File: src/rtl/regfile_port_sequencer_if.sv
// Decode, operand, writeback and register-file port bundle for regfile_port_sequencer.
// master = sequencer side, slave = surrounding pipeline / register file side.
interface regfile_port_sequencer_if #(
  parameter int XLEN   = 64,
  parameter int REG_AW = 5
);
  logic              dec_valid;
  logic              dec_ready;
  logic [REG_AW-1:0] dec_rs1;
  logic [REG_AW-1:0] dec_rs2;
  logic              dec_use_rs2;
  logic [REG_AW-1:0] dec_rd;

  logic              op_valid;
  logic              op_ready;
  logic [XLEN-1:0]   op_rs1_data;
  logic [XLEN-1:0]   op_rs2_data;
  logic [REG_AW-1:0] op_rd;

  logic              wb_valid;
  logic              wb_ready;
  logic [REG_AW-1:0] wb_rd;
  logic [XLEN-1:0]   wb_data;

  logic [REG_AW-1:0] rf_reg_num;
  logic              rf_write;
  logic [XLEN-1:0]   rf_data_in;
  logic [XLEN-1:0]   rf_data_out;

  modport master (
    input  dec_valid, dec_rs1, dec_rs2, dec_use_rs2, dec_rd,
    output dec_ready,
    output op_valid, op_rs1_data, op_rs2_data, op_rd,
    input  op_ready,
    input  wb_valid, wb_rd, wb_data,
    output wb_ready,
    output rf_reg_num, rf_write, rf_data_in,
    input  rf_data_out
  );

  modport slave (
    output dec_valid, dec_rs1, dec_rs2, dec_use_rs2, dec_rd,
    input  dec_ready,
    input  op_valid, op_rs1_data, op_rs2_data, op_rd,
    output op_ready,
    output wb_valid, wb_rd, wb_data,
    input  wb_ready,
    input  rf_reg_num, rf_write, rf_data_in,
    output rf_data_out
  );
endinterface

File: src/rtl/regfile_port_sequencer.sv
// Serialises rs1/rs2 reads and execute writebacks over one register-file port.
// Optional REGSEQ_PERF_EN adds a saturating decode-stall counter (perf_stall_cnt).
module regfile_port_sequencer #(
  parameter int XLEN   = 64,
  parameter int REG_AW = 5
) (
  input  logic clk,
  input  logic resetn,
  regfile_port_sequencer_if.master bus,
  output logic busy
`ifdef REGSEQ_PERF_EN
  ,
  output logic [31:0] perf_stall_cnt
`endif
);

  typedef enum logic [1:0] {IDLE, READ_RS1, READ_RS2, ISSUE} state_t;

  state_t            state;
  state_t            next_state;
  logic [REG_AW-1:0] rs1_q;
  logic [REG_AW-1:0] rs2_q;
  logic [REG_AW-1:0] rd_q;
  logic              use_rs2_q;
  logic [XLEN-1:0]   op_rs1_q;
  logic [XLEN-1:0]   op_rs2_q;
  logic              accept;

  // Writeback wins in IDLE; decode is only taken when no writeback is offered.
  assign accept = (state == IDLE) && bus.dec_valid && !bus.wb_valid;

  always_ff @(posedge clk or negedge resetn) begin
    if (!resetn) state <= IDLE;
    else         state <= next_state;
  end

  always_comb begin
    next_state     = state;
    bus.dec_ready  = 1'b0;
    bus.wb_ready   = 1'b0;
    bus.op_valid   = 1'b0;
    bus.rf_write   = 1'b0;
    bus.rf_reg_num = '0;
    bus.rf_data_in = '0;
    case (state)
      IDLE: begin
        bus.wb_ready  = 1'b1;
        bus.dec_ready = !bus.wb_valid;
        if (bus.wb_valid) begin
          bus.rf_reg_num = bus.wb_rd;
          bus.rf_data_in = bus.wb_data;
          bus.rf_write   = (bus.wb_rd != '0);
        end else if (bus.dec_valid) begin
          next_state = READ_RS1;
        end
      end
      READ_RS1: begin
        bus.rf_reg_num = rs1_q;
        next_state     = use_rs2_q ? READ_RS2 : ISSUE;
      end
      READ_RS2: begin
        bus.rf_reg_num = rs2_q;
        next_state     = ISSUE;
      end
      ISSUE: begin
        bus.op_valid = 1'b1;
        if (bus.op_ready) next_state = IDLE;
      end
      default: next_state = IDLE;
    endcase
  end

  // x0 is forced to zero here rather than trusting the register file contents.
  always_ff @(posedge clk or negedge resetn) begin
    if (!resetn) begin
      rs1_q     <= '0;
      rs2_q     <= '0;
      rd_q      <= '0;
      use_rs2_q <= 1'b0;
      op_rs1_q  <= '0;
      op_rs2_q  <= '0;
    end else begin
      if (accept) begin
        rs1_q     <= bus.dec_rs1;
        rs2_q     <= bus.dec_rs2;
        rd_q      <= bus.dec_rd;
        use_rs2_q <= bus.dec_use_rs2;
      end
      case (state)
        READ_RS1: begin
          op_rs1_q <= (rs1_q == '0) ? '0 : bus.rf_data_out;
          if (!use_rs2_q) op_rs2_q <= '0;
        end
        READ_RS2: op_rs2_q <= (rs2_q == '0) ? '0 : bus.rf_data_out;
        default: ;
      endcase
    end
  end

  assign bus.op_rs1_data = op_rs1_q;
  assign bus.op_rs2_data = op_rs2_q;
  assign bus.op_rd       = rd_q;
  assign busy            = (state != IDLE);

`ifdef REGSEQ_PERF_EN
  always_ff @(posedge clk or negedge resetn) begin
    if (!resetn)
      perf_stall_cnt <= '0;
    else if (bus.dec_valid && !bus.dec_ready && (perf_stall_cnt != 32'hFFFF_FFFF))
      perf_stall_cnt <= perf_stall_cnt + 32'd1;
  end
`endif

endmodule

File: src/flat_wrapper.sv
// flat-port wrapper written by rule: the top's interface ports become plain ports
module regfile_port_sequencer_flat 
#(
  parameter int XLEN   = 64,
  parameter int REG_AW = 5
)
  (clk, resetn, busy, bus_dec_valid, bus_dec_rs1, bus_dec_rs2, bus_dec_use_rs2, bus_dec_rd, bus_dec_ready, bus_op_valid, bus_op_rs1_data, bus_op_rs2_data, bus_op_rd, bus_op_ready, bus_wb_valid, bus_wb_rd, bus_wb_data, bus_wb_ready, bus_rf_reg_num, bus_rf_write, bus_rf_data_in, bus_rf_data_out);
  regfile_port_sequencer_if #(.XLEN(XLEN), .REG_AW(REG_AW)) bus_i ();
  input  logic clk;
  input  logic resetn;
  output logic busy;
  input wire logic [$bits(bus_i.dec_valid)-1:0] bus_dec_valid;
  input wire logic [$bits(bus_i.dec_rs1)-1:0] bus_dec_rs1;
  input wire logic [$bits(bus_i.dec_rs2)-1:0] bus_dec_rs2;
  input wire logic [$bits(bus_i.dec_use_rs2)-1:0] bus_dec_use_rs2;
  input wire logic [$bits(bus_i.dec_rd)-1:0] bus_dec_rd;
  output wire logic [$bits(bus_i.dec_ready)-1:0] bus_dec_ready;
  output wire logic [$bits(bus_i.op_valid)-1:0] bus_op_valid;
  output wire logic [$bits(bus_i.op_rs1_data)-1:0] bus_op_rs1_data;
  output wire logic [$bits(bus_i.op_rs2_data)-1:0] bus_op_rs2_data;
  output wire logic [$bits(bus_i.op_rd)-1:0] bus_op_rd;
  input wire logic [$bits(bus_i.op_ready)-1:0] bus_op_ready;
  input wire logic [$bits(bus_i.wb_valid)-1:0] bus_wb_valid;
  input wire logic [$bits(bus_i.wb_rd)-1:0] bus_wb_rd;
  input wire logic [$bits(bus_i.wb_data)-1:0] bus_wb_data;
  output wire logic [$bits(bus_i.wb_ready)-1:0] bus_wb_ready;
  output wire logic [$bits(bus_i.rf_reg_num)-1:0] bus_rf_reg_num;
  output wire logic [$bits(bus_i.rf_write)-1:0] bus_rf_write;
  output wire logic [$bits(bus_i.rf_data_in)-1:0] bus_rf_data_in;
  input wire logic [$bits(bus_i.rf_data_out)-1:0] bus_rf_data_out;
  assign bus_i.dec_valid = bus_dec_valid;
  assign bus_i.dec_rs1 = bus_dec_rs1;
  assign bus_i.dec_rs2 = bus_dec_rs2;
  assign bus_i.dec_use_rs2 = bus_dec_use_rs2;
  assign bus_i.dec_rd = bus_dec_rd;
  assign bus_dec_ready = bus_i.dec_ready;
  assign bus_op_valid = bus_i.op_valid;
  assign bus_op_rs1_data = bus_i.op_rs1_data;
  assign bus_op_rs2_data = bus_i.op_rs2_data;
  assign bus_op_rd = bus_i.op_rd;
  assign bus_i.op_ready = bus_op_ready;
  assign bus_i.wb_valid = bus_wb_valid;
  assign bus_i.wb_rd = bus_wb_rd;
  assign bus_i.wb_data = bus_wb_data;
  assign bus_wb_ready = bus_i.wb_ready;
  assign bus_rf_reg_num = bus_i.rf_reg_num;
  assign bus_rf_write = bus_i.rf_write;
  assign bus_rf_data_in = bus_i.rf_data_in;
  assign bus_i.rf_data_out = bus_rf_data_out;
  regfile_port_sequencer #(.XLEN(XLEN), .REG_AW(REG_AW)) u_core (.clk(clk), .resetn(resetn), .bus(bus_i), .busy(busy));
endmodule
File: config.mk
export PLATFORM = sky130hd
export DESIGN_NAME = regfile_port_sequencer_flat
export DESIGN_NICKNAME = d
export VERILOG_FILES = /design/src/rtl/regfile_port_sequencer_if.sv /design/src/rtl/regfile_port_sequencer.sv /design/src/flat_wrapper.sv
export SDC_FILE = /design/constraint.sdc
export NUM_CORES = 1
export LEC_CHECK = 0
export ABC_CLOCK_PERIOD_IN_PS = 3200
export CAP_MARGIN = 40
export CORE_AREA = 2 2 140 142
export DETAILED_ROUTE_END_ITERATION = 8
export DIE_AREA = 0 0 142 144
export GPL_TIMING_DRIVEN = 0
export PLACE_DENSITY = 0.78
export SKIP_CTS_REPAIR_TIMING = 1
export SLEW_MARGIN = 10
export SYNTH_ARGS = -nofsm -noshare
export SYNTH_HDL_FRONTEND = slang
export SYNTH_SLANG_ARGS = --single-unit
File: constraint.sdc
create_clock -name clk -period 3.2 [get_ports clk]
set_input_delay 0.48 -clock clk [delete_from_list [all_inputs] [get_ports clk]]
set_output_delay 0.48 -clock clk [all_outputs]
set_load 0.01 [all_outputs]
# Yosys cells after proc, flatten, opt, wreduce, memory -nomap -nowiden
# Cells that the tools add are included.
# totals
ff_bits	146
inputBits	154
wordCells	43
out_inout_bits	207
# op_classes
reduce_logical	11
n_mux	18
eq_ne	7
# op_table
cell	count
$mux 64	5
$pmux 64 s2	1
$pmux 5 s3	1
$logic_not 5->1	2
$ne 2x2->1 const B	4
$pmux 2 s4	1
$mux 1	6
$mux 2	3
$mux 5	1
$reduce_bool 5->1	1
$eq 2x2->1 const B	2
$reduce_bool 2->1	2
$reduce_and 3->1	1
$eq 2x1->1 const B	1
$logic_and 1x1->1	2
$logic_not 2->1	1
$reduce_and 2->1	1
$logic_not 1->1	1

# Logic depth before layout (Yosys ltp)
# Gate-level depths: netlist of the first run.
# depth
ltp_word	3
mapped_depth	7

# Worst setup path before layout of the first run
# No wires, ideal clock.
# synth_path
path_kind	reg2out
start	register u_core.state[0]
end	output port bus_rf_data_in[23]
stages_incl_launch_ff	6
arrival_time_ns	1.513
n_path_buf	2
required_ns	2.720
path_slack_ns	1.207
path_cell_list	dfrtp_1 -> inv_1 -> ha_1 -> clkbuf_1 -> clkbuf_1 -> and3_1
# synth_via
elab_chain_cells	2
# synth_lines
element	line	rtl
from (decl)	regfile_port_sequencer.sv:19	state_t state;
from (signal assigned)	regfile_port_sequencer.sv:34	else state <= next_state;
$logic_not 2->1	regfile_port_sequencer.sv:45	case (state)
$mux 64	regfile_port_sequencer.sv:45	
to (decl)	flat_wrapper.sv:29	output wire logic [$bits(bus_i.rf_data_in)-1:0] bus_rf_data_in;
# Every way passes these cells.

# Worst setup path after layout of the first run
# layout_path
start	input port bus_wb_valid
end	output port bus_rf_data_in[50]
# layout_via
elab_chain_cells	2
# layout_lines
element	line	rtl
from (decl)	flat_wrapper.sv:23	input wire logic [$bits(bus_i.wb_valid)-1:0] bus_wb_valid;
$mux 64	regfile_port_sequencer.sv:49	if (bus.wb_valid) begin
$mux 64	regfile_port_sequencer.sv:45	
# Every way passes these cells.

==> impl_metrics.ini, run 1 <==
[critical_path]
end_kind = output pin
path_cells = clkdlybuf4s50_1 > clkbuf_1 > clkbuf_2 > and3_1 > clkdlybuf4s50_1
critPathMaxFanout = 10
path_delay_family = buffers and inverters
startpoint_type = primary input
critPathMostFrequentCell = clkdlybuf4s50_1
critPathKind = primary input to output pin
critPathBufInv = 4
cpMaxStageDelayCell = clkdlybuf4s50_1
cpPeakStageDelay_ns = 0.60
crit_arrival_ns = 2.59
required_ns = 2.72

[detailed_routing]
drc_errors = 0
wire_per_inst_microns = 20.5
vias = 6083
drtIter0Drc = 273
wl_microns = 23600
dr.pass1.iters = 4
ant_nets = 0
via_per_inst = 5.28

[synth]
yosys-top-cells-area = dfrtp_1 (55%), a22o_1 (8.5%), o211ai_1 (7.3%), o2bb2ai_1 (6.9%), and3_1 (6.1%)
avgSynthCellArea_sq_um = 12.6
syn_nets = 683
synth_cells = 522
yosysTopAreaCell = dfrtp_1
yosys.area.top_type_share = 0.555
yosysSeqAreaShare = 0.555
yosysUniqueCellTypes = 34
ys_ff_latch = 146
netlist_area_sq_um = 6580
ys.warnings.count = 0

[place]
gp_congestion = 0.822
dp_hpwl_microns = 18200
place.port_buffers = 360

[worst_hold_path]
worst_hold_path_type = primary input to async pin

[global_route]
overflow = 0
grt_max_degree = 77
grt_antenna_before_repair = 2
grt_pass1_wl_microns = 35800
grt_pass1_vias = 6209
grt.total_usage = 0.230

[power]
power_mw = 10.7
power_density_nw_per_um2 = 961
p_clk_frac = 0.190
seq_power_share = 0.294
combPwrFrac = 0.517
switchingPower_mw = 3.96
power.internal_mw = 6.73
leakage_nw = 4.72
ir_drop_v = 0.000403
swShare = 0.370

[status]
status = complete, but fails checks
violations = hold timing

[floorplanning]
row_count = 51
dieHeight_microns = 144
io_pins = 361
dieArea_sq_um = 20400
core-area_sq_um = 19100
initial_core_util = 0.345
fp.dieW_microns = 142

[clock_network]
h-tree-depth = 4
clock_sinks = 146
clockBufferDepth = 2
clockRootBuffer = clkbuf_16
path_clk_slew_ns = 0.07
cts_tree = built
cts_made_buffers = 17
clk_latency_ns = 0.42

[cells_and_area]
final_layout_size_suffix_gt1_frac = 0.114
antenna_cells = 0
nNetsFinal = 1063
syn_to_final_growth_pct = 69.0
final_util = 0.583

[timing]
hold_viol = 1
rsz0062_at_grt = no
relSlewSlack = 0.534
clock_skew_ns = 0.0122
fin_crit_sh = 0.960
setup_viol = 0
clock.fmax_mhz = 326
worst_pin_slew_ns = 0.699
period_needed_ns = 3.07
whs_ns = -0.000393
slew_violations = 0

[run]
cap_violations = 0
## sequential cells by signal (all words and copies together), names as in the netlist
name                    cells
u_core.bus.op_rd            5
u_core.bus.op_rs1_data     64
u_core.bus.op_rs2_data     64
u_core.rs1_q                5
u_core.rs2_q                5
u_core.state                2
u_core.use_rs2_q            1
## cells by family (layout without fill, tap and decap cells)
logic type | count (synthesis) | after routing | synth area share
AO/OA/AOI/OAI | 204 | 204 | 0.271
adder cells (fa/ha/maj) | 7 | 7 | 0.0133
flip-flops | 146 | 146 | 0.555
multiplexers | 17 | 17 | 0.0291
AND/OR/NAND/NOR | 82 | 82 | 0.0781
buffers and inverters | 66 | 458 | 0.0538
## cells in the final DEF (no fill, tap or decap), types with 3 or more instances in the layout
cell / n
dfrtp_1: 146
and3_1: 64
clkdlybuf4s50_1: 359
bufinv_16: 3
buf_8: 6
inv_1: 3
clkbuf_1: 25
ha_1: 6
clkbuf_2: 5
a22o_1: 64
clkbuf_16: 17
nor2_1: 7
o2bb2ai_2: 12
clkinvlp_4: 3
buf_2: 24
a222oi_1: 4
o2bb2ai_1: 52
mux2_2: 17
o211ai_1: 64
## metrics by stage
step	TNS [ns]	setup slack [ns]	cells	cell area, sq um
detailed placement	0	0.0153	1121	10500
global route	0	0.0413	1152	11100
global placement	-622.58	-4.27	1120	10500
CTS	-7.34	-0.385	1152	11100
finish	0	0.129	1152	11100
floorplan	0	1.21	522	6580
## cells in the mapped netlist (all sizes together)
library cell / n
dfrtp: 146
a22o: 64
and3: 64
o211ai: 64
o2bb2ai: 64
buf: 32
clkbuf: 30
mux2: 17
nor2: 8
ha: 7
a21oi: 4
a222oi: 4
inv: 4
nor3: 2
or4: 2
a211oi: 1
a22oi: 1
a2bb2oi: 1
and2: 1
and2b: 1
nand2b: 1
nand3: 1
nand3b: 1
nor2b: 1
o21a: 1
## per-layer routing
metal	vias up	part of all wire	GRT usage
li1	2810	-	-
met1	2996	0.42	0.285
met2	244	0.49	0.391
met3	31	0.068	0.0675
met4	2	0.021	0.0668
met5	-	0.00055	0
## area by class of cell
class                           instances  area (sq um)
Clock inverter                         12           158
Clock buffer                           19           433
Fill cell                            1585          7960
Buffer                                 62           353
Multi-Input combinational cell        310          2580
Sequential cell                       146          3650
Inverter                                4          15.0
Timing Repair Buffer                  361          3640
Tap cell                              238           298
## power by group through the flow
stage	clock network [mW]	registers, mW	logic [mW]
floorplan	0	3.40	2.49
global placement	0	3.14	5.43
detailed placement	0	3.16	5.52
CTS	2.07	3.13	5.54
global route	2.15	3.22	5.94
finish	2.03	3.14	5.52
## path summary, 6_finish.rpt
check	from	slack, ns	endpoint	cells after the start
max in group asynchronous	resetn	2.44	u_core.bus.op_rs1_data[49]	2
hold / removal	resetn	-0.0004	u_core.bus.op_rs1_data[15]	1
setup / recovery	bus_wb_valid	0.13	bus_rf_data_in[50]	5
setup reg to reg	u_core.state[1]	0.94	u_core.bus.op_rs1_data[49]	6
min in group clk	u_core.bus.op_rs2_data[7]	0.48	u_core.bus.op_rs2_data[7]	1
hold reg to reg	u_core.bus.op_rs2_data[7]	0.48	u_core.bus.op_rs2_data[7]	1
(Power assumes the default switching activity.)
==> run 2: changes to the inputs <==
- PLACE_DENSITY: 0.78 -> 0.73
==> run 2 against run 1 <==
Against the previous run: the flow now finishes without violations; non-clock buffer count did not move; via count decreased by 0.48%; count of clock-buffer cells in the layout shrank 1; core utilization is 0.35 points higher; clock skew shrank 0.0050 ns; sequential cell count did not move; routed wire length fell by 0.80%; combinational power about the same; die area unchanged; design area up 0.60%; power grew 2.0%.
==> impl_metrics.ini, run 2 (synthesized netlist as in run 1, its figures left out) <==
[clock_network]
clockRootBuffer = clkbuf_16
h-tree-depth = 4
clk_latency_ns = 0.42
clock_sinks = 146
path_clk_slew_ns = 0.06
clockBufferDepth = 2
cts_made_buffers = 17
cts_tree = built

[place]
dp_hpwl_microns = 17400
place.port_buffers = 360
gp_congestion = 0.793
placed_area_sq_um = 10500

[detailed_routing]
via_per_inst = 5.25
ant_nets = 0
dr.pass1.iters = 6
wire_per_inst_microns = 20.3
drtIter0Drc = 296
vias = 6054
drc_errors = 0
wl_microns = 23400

[cells_and_area]
design_area_sq_um = 11200
layout_common_cells = clkdlybuf4s50_1 (359), dfrtp_1 (146), and3_1 (64), o211ai_1 (64), a22o_1 (64)
syn_to_final_growth_pct = 70.0
fillers = 1596
nNetsFinal = 1063
multi_input_area_sq_um = 2590
regArea_sq_um = 3650
antenna_cells = 0
mostFrequentLayoutCell = clkdlybuf4s50_1
final_layout_size_suffix_gt1_frac = 0.114

[global_route]
grt_pass1_wl_microns = 35900
overflow = 0
grt_antenna_before_repair = 1
grt_max_degree = 79
grt_pass1_vias = 6147
grt.total_usage = 0.229

[power]
power_mw = 10.9
leakage_nw = 4.76
ir_drop_v = 0.000572
power_density_nw_per_um2 = 974

[timing]
slew_violations = 0
clock.fmax_mhz = 332
fin_crit_sh = 0.941
setup_viol = 0
hold_viol = 0
whs_ns = 0.00497
relSlewSlack = 0.488
worst_pin_slew_ns = 0.768
period_needed_ns = 3.01
clock_skew_ns = 0.00717
rsz0062_at_grt = no
finalSetupTns_ns = 0

[run]
cap_violations = 0

[critical_path]
path_delay_family = buffers and inverters
startpoint = u_core.state[0]
r2r-start = u_core.state[1]
critPathBufInv = 4
critPathMaxFanout = 10
cpPeakStageDelay_ns = 0.49
path_cells = inv_1 > ha_1 > buf_2 > buf_2 > a222oi_1 > nor2_1 > clkdlybuf4s50_1
end_kind = output pin
critPathMostFrequentCell = buf_2
crit_arrival_ns = 2.53
rrSetupSlack_ns = 0.88
critPathKind = register to output pin
reg2reg_depth = 6
timing.rr.end = u_core.bus.op_rs1_data[35]
cpMaxStageDelayCell = clkdlybuf4s50_1
startpoint_type = register
required_ns = 2.72

[floorplanning]
dieHeight_microns = 144
row_count = 51
dieArea_sq_um = 20400
fp.dieW_microns = 142
initial_core_util = 0.345
io_pins = 361
core-area_sq_um = 19100

[status]
status = finished, final reports clean

[worst_hold_path]
worst_hold_path_type = primary input to async pin
==> run 2: cell type report <==
| class | instances | share of cell area |
|---|---|---|
| Inverter | 4 | 0.00134 |
| Clock buffer | 18 | 0.0383 |
| Tap cell | 238 | 0.0266 |
| Multi-Input combinational cell | 310 | 0.231 |
| Buffer | 62 | 0.0310 |
| Timing Repair Buffer | 361 | 0.325 |
| Sequential cell | 146 | 0.326 |
| Clock inverter | 14 | 0.0200 |
==> run 2: worst max-delay path by stage <==
stage	cells past startpoint	slack, ns	endpoint
after floorplan	5	1.21	bus_rf_data_in[23]
after global placement	1	-4.37	u_core.state[0]
after detailed placement	5	0.08	bus_rf_data_in[30]
after CTS	6	-0.23	bus_rf_data_in[30]
after global routing	7	0.02	bus_rf_reg_num[2]
final	7	0.19	bus_rf_reg_num[2]
==> run 2: report_power, final <==
part	total, mW	internal, mW	switching [mW]
combinational	5.55	2.86	2.68
sequential	3.12	2.64	0.477
clock	2.23	1.40	0.835
total	10.9	6.90	3.99
==> run 2: layer usage <==
layer	vias up	GRT usage	wire length, microns
met5	-	0	12
met4	2	0.0558	410
met3	30	0.0675	1560
met2	238	0.351	10800
met1	2973	0.320	10600
li1	2811	-	-
==> run 2: stage by stage <==
step | std cells | util | setup slack, ns
finish | 1153 | 0.587 | 0.190
detailed placement | 1121 | 0.551 | 0.0848
floorplan | 522 | - | 1.21
global route | 1153 | 0.587 | 0.0246
CTS | 1153 | 0.585 | -0.225
global placement | 1120 | 0.550 | -4.37
